File: src/rtl/serial_bit_source.sv
// serial_bit_source: WIDTH-bit words in over valid/ready, one bit per clk out on x.
// ports: clk, reset (async low), din/din_valid/din_ready in; x/x_valid/x_last out.
module serial_bit_source #(
  parameter int WIDTH     = 8,
  parameter bit MSB_FIRST = 1'b1
) (
  input  logic             clk,
  input  logic             reset,
  input  logic [WIDTH-1:0] din,
  input  logic             din_valid,
  output logic             din_ready,
  output logic             x,
  output logic             x_valid,
  output logic             x_last
);

  localparam int CW = $clog2(WIDTH);
  localparam logic [CW-1:0] CNT_LAST = CW'(WIDTH - 1);

  typedef enum logic {
    IDLE  = 1'b0,
    SHIFT = 1'b1
  } state_t;

  state_t           state;
  state_t           state_nx;
  logic [WIDTH-1:0] sh;
  logic [WIDTH-1:0] sh_shifted;
  logic [WIDTH-1:0] hold;
  logic             hold_full;
  logic [CW-1:0]    cnt;
  logic             accept;
  logic             last;

  assign din_ready = reset & ~hold_full;
  assign accept    = din_valid & din_ready;
  assign last      = (state == SHIFT) & (cnt == CNT_LAST);

  generate
    if (MSB_FIRST) begin : g_msb
      assign sh_shifted = {sh[WIDTH-2:0], 1'b0};
    end else begin : g_lsb
      assign sh_shifted = {1'b0, sh[WIDTH-1:1]};
    end
  endgenerate

  always_ff @(posedge clk or negedge reset) begin
    if (!reset) begin
      state <= IDLE;
    end else begin
      state <= state_nx;
    end
  end

  always_comb begin
    state_nx = state;
    unique case (state)
      IDLE: begin
        if (accept) state_nx = SHIFT;
      end
      SHIFT: begin
        if (last && !hold_full && !accept)
          state_nx = IDLE;
      end
      default: state_nx = IDLE;
    endcase
  end

  always_comb begin
    x_valid = (state == SHIFT);
    x_last  = last;
    x       = 1'b0;
    if (state == SHIFT)
      x = MSB_FIRST ? sh[WIDTH-1] : sh[0];
  end

  // On the final-bit edge a held word wins; since hold_full blocks
  // din_ready, hold is never drained and filled on the same edge.
  always_ff @(posedge clk or negedge reset) begin
    if (!reset) begin
      sh        <= '0;
      cnt       <= '0;
      hold      <= '0;
      hold_full <= 1'b0;
    end else begin
      unique case (state)
        IDLE: begin
          if (accept) begin
            sh  <= din;
            cnt <= '0;
          end
        end
        SHIFT: begin
          if (last) begin
            cnt <= '0;
            if (hold_full) begin
              sh        <= hold;
              hold_full <= 1'b0;
            end else if (accept) begin
              sh <= din;
            end else begin
              sh <= sh_shifted;
            end
          end else begin
            sh  <= sh_shifted;
            cnt <= cnt + CW'(1);
            if (accept) begin
              hold      <= din;
              hold_full <= 1'b1;
            end
          end
        end
        default: begin
          cnt <= '0;
        end
      endcase
    end
  end

endmodule

File: config.mk
export PLATFORM = sky130hd
export DESIGN_NAME = serial_bit_source
export DESIGN_NICKNAME = d
export VERILOG_FILES = /design/src/rtl/serial_bit_source.sv
export SDC_FILE = /design/constraint.sdc
export NUM_CORES = 1
export LEC_CHECK = 0
export ABC_AREA = 1
export CAP_MARGIN = 20
export CORE_ASPECT_RATIO = 1.75
export CORE_MARGIN = 2
export CORE_UTILIZATION = 35
export DETAILED_ROUTE_END_ITERATION = 8
export PLACE_DENSITY_LB_ADDON = 0.3
export SLEW_MARGIN = 40
export SYNTH_ARGS = -nofsm -noshare
export SYNTH_HDL_FRONTEND = slang
export SYNTH_SLANG_ARGS = --single-unit
File: constraint.sdc
create_clock -name clk -period 3.3 [get_ports clk]
set_clock_uncertainty 0.05 [all_clocks]
set_input_delay 0.66 -clock clk [delete_from_list [all_inputs] [get_ports clk]]
set_output_delay 0.66 -clock clk [all_outputs]
set_load 0.1 [all_outputs]
==> metrics.txt, run 1 <==
fin util between 40% and 50%; M2 GR Usage just under 30%; Main synth FF type dfrtp_1; detail-routed via count per cell roughly 5; initial antenna violation count 0; CTS buffer count 3; placer congestion estimate 0.795; crit path DAT 1.71 ns; Area after DPL between 1000 and 1500 sq um; routed wire length between 2000 and 3000 microns; nets 190; Setup violations, final 0; status finished, final reports clean; CP Cell Sequence nand2_1 > inv_1 > buf_4; DIE AREA ~4000 sq um; min-delay worst type reg -> reg; count leader, synth nand2_1; largest net degree at the start of global routing 31; CP required approximately 2.6 ns; Hold Vio Cnt, Final 0; syn_nets around 180; Die Y 82.6 microns; leading post-synthesis cells by cell area dfrtp_1 (43%), nand2_1 (13%), a21oi_1 (6.9%); chip width about 49 microns; worst-margin pin slew 0.498 ns; Pwr Total about 1.4 mW; via count 1111; Routed wire per std cell 12.9 microns; GRT Util Overall 15.9%; Power Internal ~0.70 mW; Synth-to-Final Area Change 16.0%; cts hold-fix bufs 0; share of Yosys cell area claimed by the top area cell type 42.6%; max_cap viols 0; DR iter-0 viols 35; unrepaired setup endpoints after global routing no; Switching Fraction between 40% and 50%; IO Pins 15; Worst slew margin 66.7%; Net Sw Power ~0.65 mW; CTS tree done; starting density of the core 36.7%; post-route DRC violation count 0; grt total ovfl 0; TritonCTS Sinks 21; critical path's slowest cell dfrtp_1; fin crit share about three quarters; Pre-antenna DRT Iters 4; DP Worst Slack roughly 0.9 ns; Synth top cells by count nand2_1 (43), dfrtp_1 (21), a21oi_1 (17), inv_1 (16), nor2_1 (15); Layout Cells excl Fill about 220; peak supply drop between 300 and 400 uV; cts repair resizes 0; dpl hpwl approximately 2000 microns; gr busiest metal met2; Gate power share 51.6%; clock group share of total power 12.6%; Core ar. between 3000 and 4000 sq um; Rows 28; EDFF count, synth 0; hold endpoint cnt[2]; register area share after synthesis a little over two fifths; FF-to-FF Start cnt[0]; CTS root buf clkbuf_8; #FFs+latches synth 21; final antenna-violating net count 0; syn avg cell area 7.53 sq um; setup bufs post-CTS 0; Cell variety after synth 19; worst hold slack about 0.43 ns; Leakage 0.694 nW; min-delay src cnt[2]; CP startpoint kind flip-flop; top achievable clock speed 414 MHz; mapped cell area about 1200 sq um; vias in the first global route between 1000 and 1500; cell taking the most area after synthesis dfrtp_1; slowest stage delay, CP 0.64 ns; pwr/cell area approximately 940 nW/um^2; FF-to-FF setup slack approximately 1.5 ns; port bufs 14; number of diodes 0; worst-path fanout max 14; Pins Over Slew Limit 0; clock-pin slew on the worst setup and hold paths 0.07 ns; WS Path Type reg -> out; setup ws final between 0.8 and 0.9 ns; CP endpoint kind output port; Mapped Cells around 160; part of the power in registers a little over a third; Hold Path Depth 2; met1 Resource Use GR a little under a fifth; R2R depth 6; clock buffer depth 2; Syn. warnings 0; Final Critical Period about 2.4 ns; Total Neg Setup Slack 0 ns; first-pass GRT wire length ~5100 microns; layout cell share with drive strength beyond 1 between 10% and 20%; H-tree depth reported by CTS 1; Clock Latency Late Sink roughly 0.26 ns; met3 Use GR about 2%; Post-synth ARST share 100%; Crit Reg-Reg Endpoint hold[0]; Placed Cells 217; Post-Layout Inst Area approximately 1400 sq um
cell type report:
cell class	count	area (sq um)
fill	378	1930
multi-input combinational	116	576
sequential	21	526
timing repair buffer	15	150
inverter	20	80.1
tap	45	56.3
clock buffer	4	45.0
registers in the layout, indices dropped and copies added (netlist names):
signal	flops
hold	8
sh	8
hold_full	1
cnt	3
x_valid	1
how the worst max path moves through the flow:
stage | start | end | slack [ns] | cells past startpoint
floorplan | reset | din_ready | 0.47 | 3
global placement | din_valid | sh[3] | 0.91 | 6
detailed placement | din_valid | sh[3] | 0.91 | 6
CTS | x_valid | x_last | 0.87 | 3
global route | x_valid | x_last | 0.71 | 3
finish | x_valid | x_last | 0.88 | 3
kinds of logic (layout without fill, tap and decap cells):
| logic type | Yosys count | after routing | synth area share, % |
|---|---|---|---|
| AO/OA/AOI/OAI | 28 | 28 | 12.2 |
| adder cells (fa/ha/maj) | 2 | 2 | 2.03 |
| flip-flops | 21 | 21 | 42.6 |
| buffers and inverters | 27 | 39 | 10.8 |
| AND/OR/NAND/NOR | 86 | 86 | 32.4 |
power groups by stage:
stage	clock network (mW)	registers, mW	logic [mW]
CTS	0.178	0.481	0.701
global route	0.186	0.500	0.784
global placement	0	0.483	0.685
finish	0.171	0.483	0.696
detailed placement	0	0.488	0.698
floorplan	0	0.471	0.568
cells in the final DEF, fill, tap and decap left out, types with 2 or more instances in the layout:
cell,netlist,final
o21ai_1,4,4
a21oi_1,17,17
clkbuf_8,0,3
nand2_2,3,3
buf_4,0,4
o22ai_1,2,2
nand4_1,9,9
dfrtp_1,21,21
inv_2,3,3
nand2_1,43,43
inv_1,16,16
ha_1,2,2
nor2_1,15,15
o21ai_2,2,2
clkdlybuf4s50_1,0,10
nand3_1,14,14
o21ai_0,3,3
worst max-delay path: cells and delay by family (launching register included):
family                 cells  cell delay [ns]
buffers and inverters      2             0.48
AND/OR/NAND/NOR            1             0.32
flip-flops                 1             0.64
layer usage:
metal,wire (microns),vias to the layer above
met2,1480,24
li1,-,555
met3,94,4
met4,36,0
met1,1250,528
met5,0,-
(Power assumes the default switching activity.)
==> run 2, diff against run 1 <==
clock period = 2.1 ns   (was 3.3 ns; I/O delays follow)
==> metrics.txt, run 2 (synthesized netlist as in run 1, its figures left out) <==
status finished, final reports clean; top achievable clock speed 500 MHz; DR iter-0 viols 39; Final Critical Period around 2 ns; R2R depth 6; CTS buffer count 3; Leakage 0.722 nW; Synth-to-Final Area Change 22.8%; IO Pins 15; initial antenna violation count 0; min-delay worst type in -> async; cts hold-fix bufs 0; cts repair resizes 0; unrepaired setup endpoints after global routing no; first-pass GRT wire length 4910 microns; critical path depth 5; H-tree depth reported by CTS 1; detail-routed via count per cell a little over 5; worst-path fanout max 3; clock buffer depth 2; M2 GR Usage ~29%; Layout Cells excl Fill around 230; via count ~1100; DIE AREA around 4000 sq um; final antenna-violating net count 0; critical path's slowest cell dfrtp_1; CP endpoint kind output port; Pins Over Slew Limit 0; met3 Use GR 1.62%; Worst slew margin between 60% and 70%; slowest stage delay, CP ~0.40 ns; worst hold slack 0.325 ns; vias in the first global route ~1100; CP Cell Sequence ha_1 > ha_1 > nand2_1 > clkinvlp_4 > buf_12; placer congestion estimate 0.828; Pre-antenna DRT Iters 4; pwr/cell area 1470 nW/um^2; max_cap viols 0; CTS root buf clkbuf_8; setup bufs post-CTS 0; most common cell after layout, fill and taps aside nand2_1; Rows 28; peak supply drop between 600 and 700 uV; Total Neg Setup Slack 0 ns; dpl hpwl approximately 2100 microns; largest net degree at the start of global routing 24; worst-margin pin slew approximately 0.5 ns; post-route DRC violation count 0; CP Buf/Inv Count 2; fin crit share around 95%; Routed wire per std cell 12.9 microns; CP required ~1.6 ns; port bufs 14; grt total ovfl 0; met1 Resource Use GR 18.8%; Core ar. 3360 sq um; CTS tree done; Placed Cells roughly 220; Critical Path Most Common Cell ha_1; starting density of the core between 30% and 40%; Largest regs hold x8, sh x8, cnt x3; GRT Util Overall about 16%; TritonCTS Sinks 21; CP startpoint kind flip-flop; gr busiest metal met2; WS Path Type reg -> out; Clock Latency Late Sink about 0.26 ns; nets a little under 200; family with the most delay on the worst path flip-flops; number of diodes 0; commonest cells after routing, fill and taps aside nand2_1 (43), dfrtp_1 (20), a21oi_1 (17); layout cell share with drive strength beyond 1 approximately 15%; chip width 48.9 microns; routed wire length 2910 microns; Die Y 82.6 microns; clock-pin slew on the worst setup and hold paths approximately 0.08 ns; Setup violations, final 0; Hold Vio Cnt, Final 0; crit path DAT about 1.5 ns
-- run 2: cell count changes in the layout (fill, tap and decap cells not counted) --
cell        previous run  this run
clkinvlp_4             0         1
nor2_2                 0         1
buf_12                 1         4
inv_1                 16        15
clkinv_2               0         1
nor2_1                15        14
dfrtp_1               21        20
dfrtp_2                0         1
clkbuf_1               1         0
buf_4                  4         6
-- run 2: stage by stage --
step / cell area [sq um] / total power [mW] / utilization (%) / setup WS (ns)
global route: 1520 / 2.41 / 45.1 / 0.0355
floorplan: 1240 / 1.64 / - / 0.0165
detailed placement: 1470 / 1.97 / 43.7 / 0.152
CTS: 1520 / 2.25 / 45.1 / 0.0854
global placement: 1470 / 1.95 / 43.7 / 0.190
finish: 1520 / 2.24 / 45.1 / 0.0988
-- run 2: per-layer routing --
| metal | wire, microns | share of wire (%) | vias up |
|---|---|---|---|
| met5 | 0 | 0 | - |
| met4 | 44 | 1.5 | 0 |
| met3 | 79 | 2.7 | 4 |
| met2 | 1520 | 52 | 28 |
| met1 | 1260 | 43 | 540 |
| li1 | - | - | 566 |
-- run 2: where the power goes --
part	internal, mW	total [mW]	switching, mW
sequential	0.600	0.766	0.166
combinational	0.447	1.20	0.751
clock	0.132	0.271	0.139
-- run 2: final timing paths --
check / start / to / slack [ns]
worst min register to register: cnt[2] / cnt[2] / 0.43
min in group clk: cnt[2] / cnt[2] / 0.43
max in group asynchronous: reset / x_valid / 0.95
worst max register to register: cnt[0] / hold[1] / 0.39
worst max-delay path: cnt[0] / x_last / 0.1
worst min-delay path: reset / hold[2] / 0.33
-- run 2: worst reg2reg max path: cells and delay by family (launching register included) --
family	cells	cell delay, ns
adders and majority gates	2	0.40
and+or+nand+nor	2	0.54
DFF	1	0.40
buffers and inverters	1	0.06
AOI/OAI and AO/OA	1	0.13
-- run 2: cell type report --
| type | count | area, sq um |
|---|---|---|
| clock buffers | 3 | 41.3 |
| clock inverters | 1 | 5.00 |
| fillers | 354 | 1850 |
| inverters | 20 | 83.8 |
| multi-input cells | 116 | 578 |
| flip-flops and latches | 21 | 527 |
| well taps | 45 | 56.3 |
| repair buffers | 20 | 225 |
==> run 3, diff against run 2 <==
GPL_ROUTABILITY_DRIVEN = 0   (was unset)
==> results of run 3 <==
No change in the layout: final DEF, timing and power equal those of run 2.
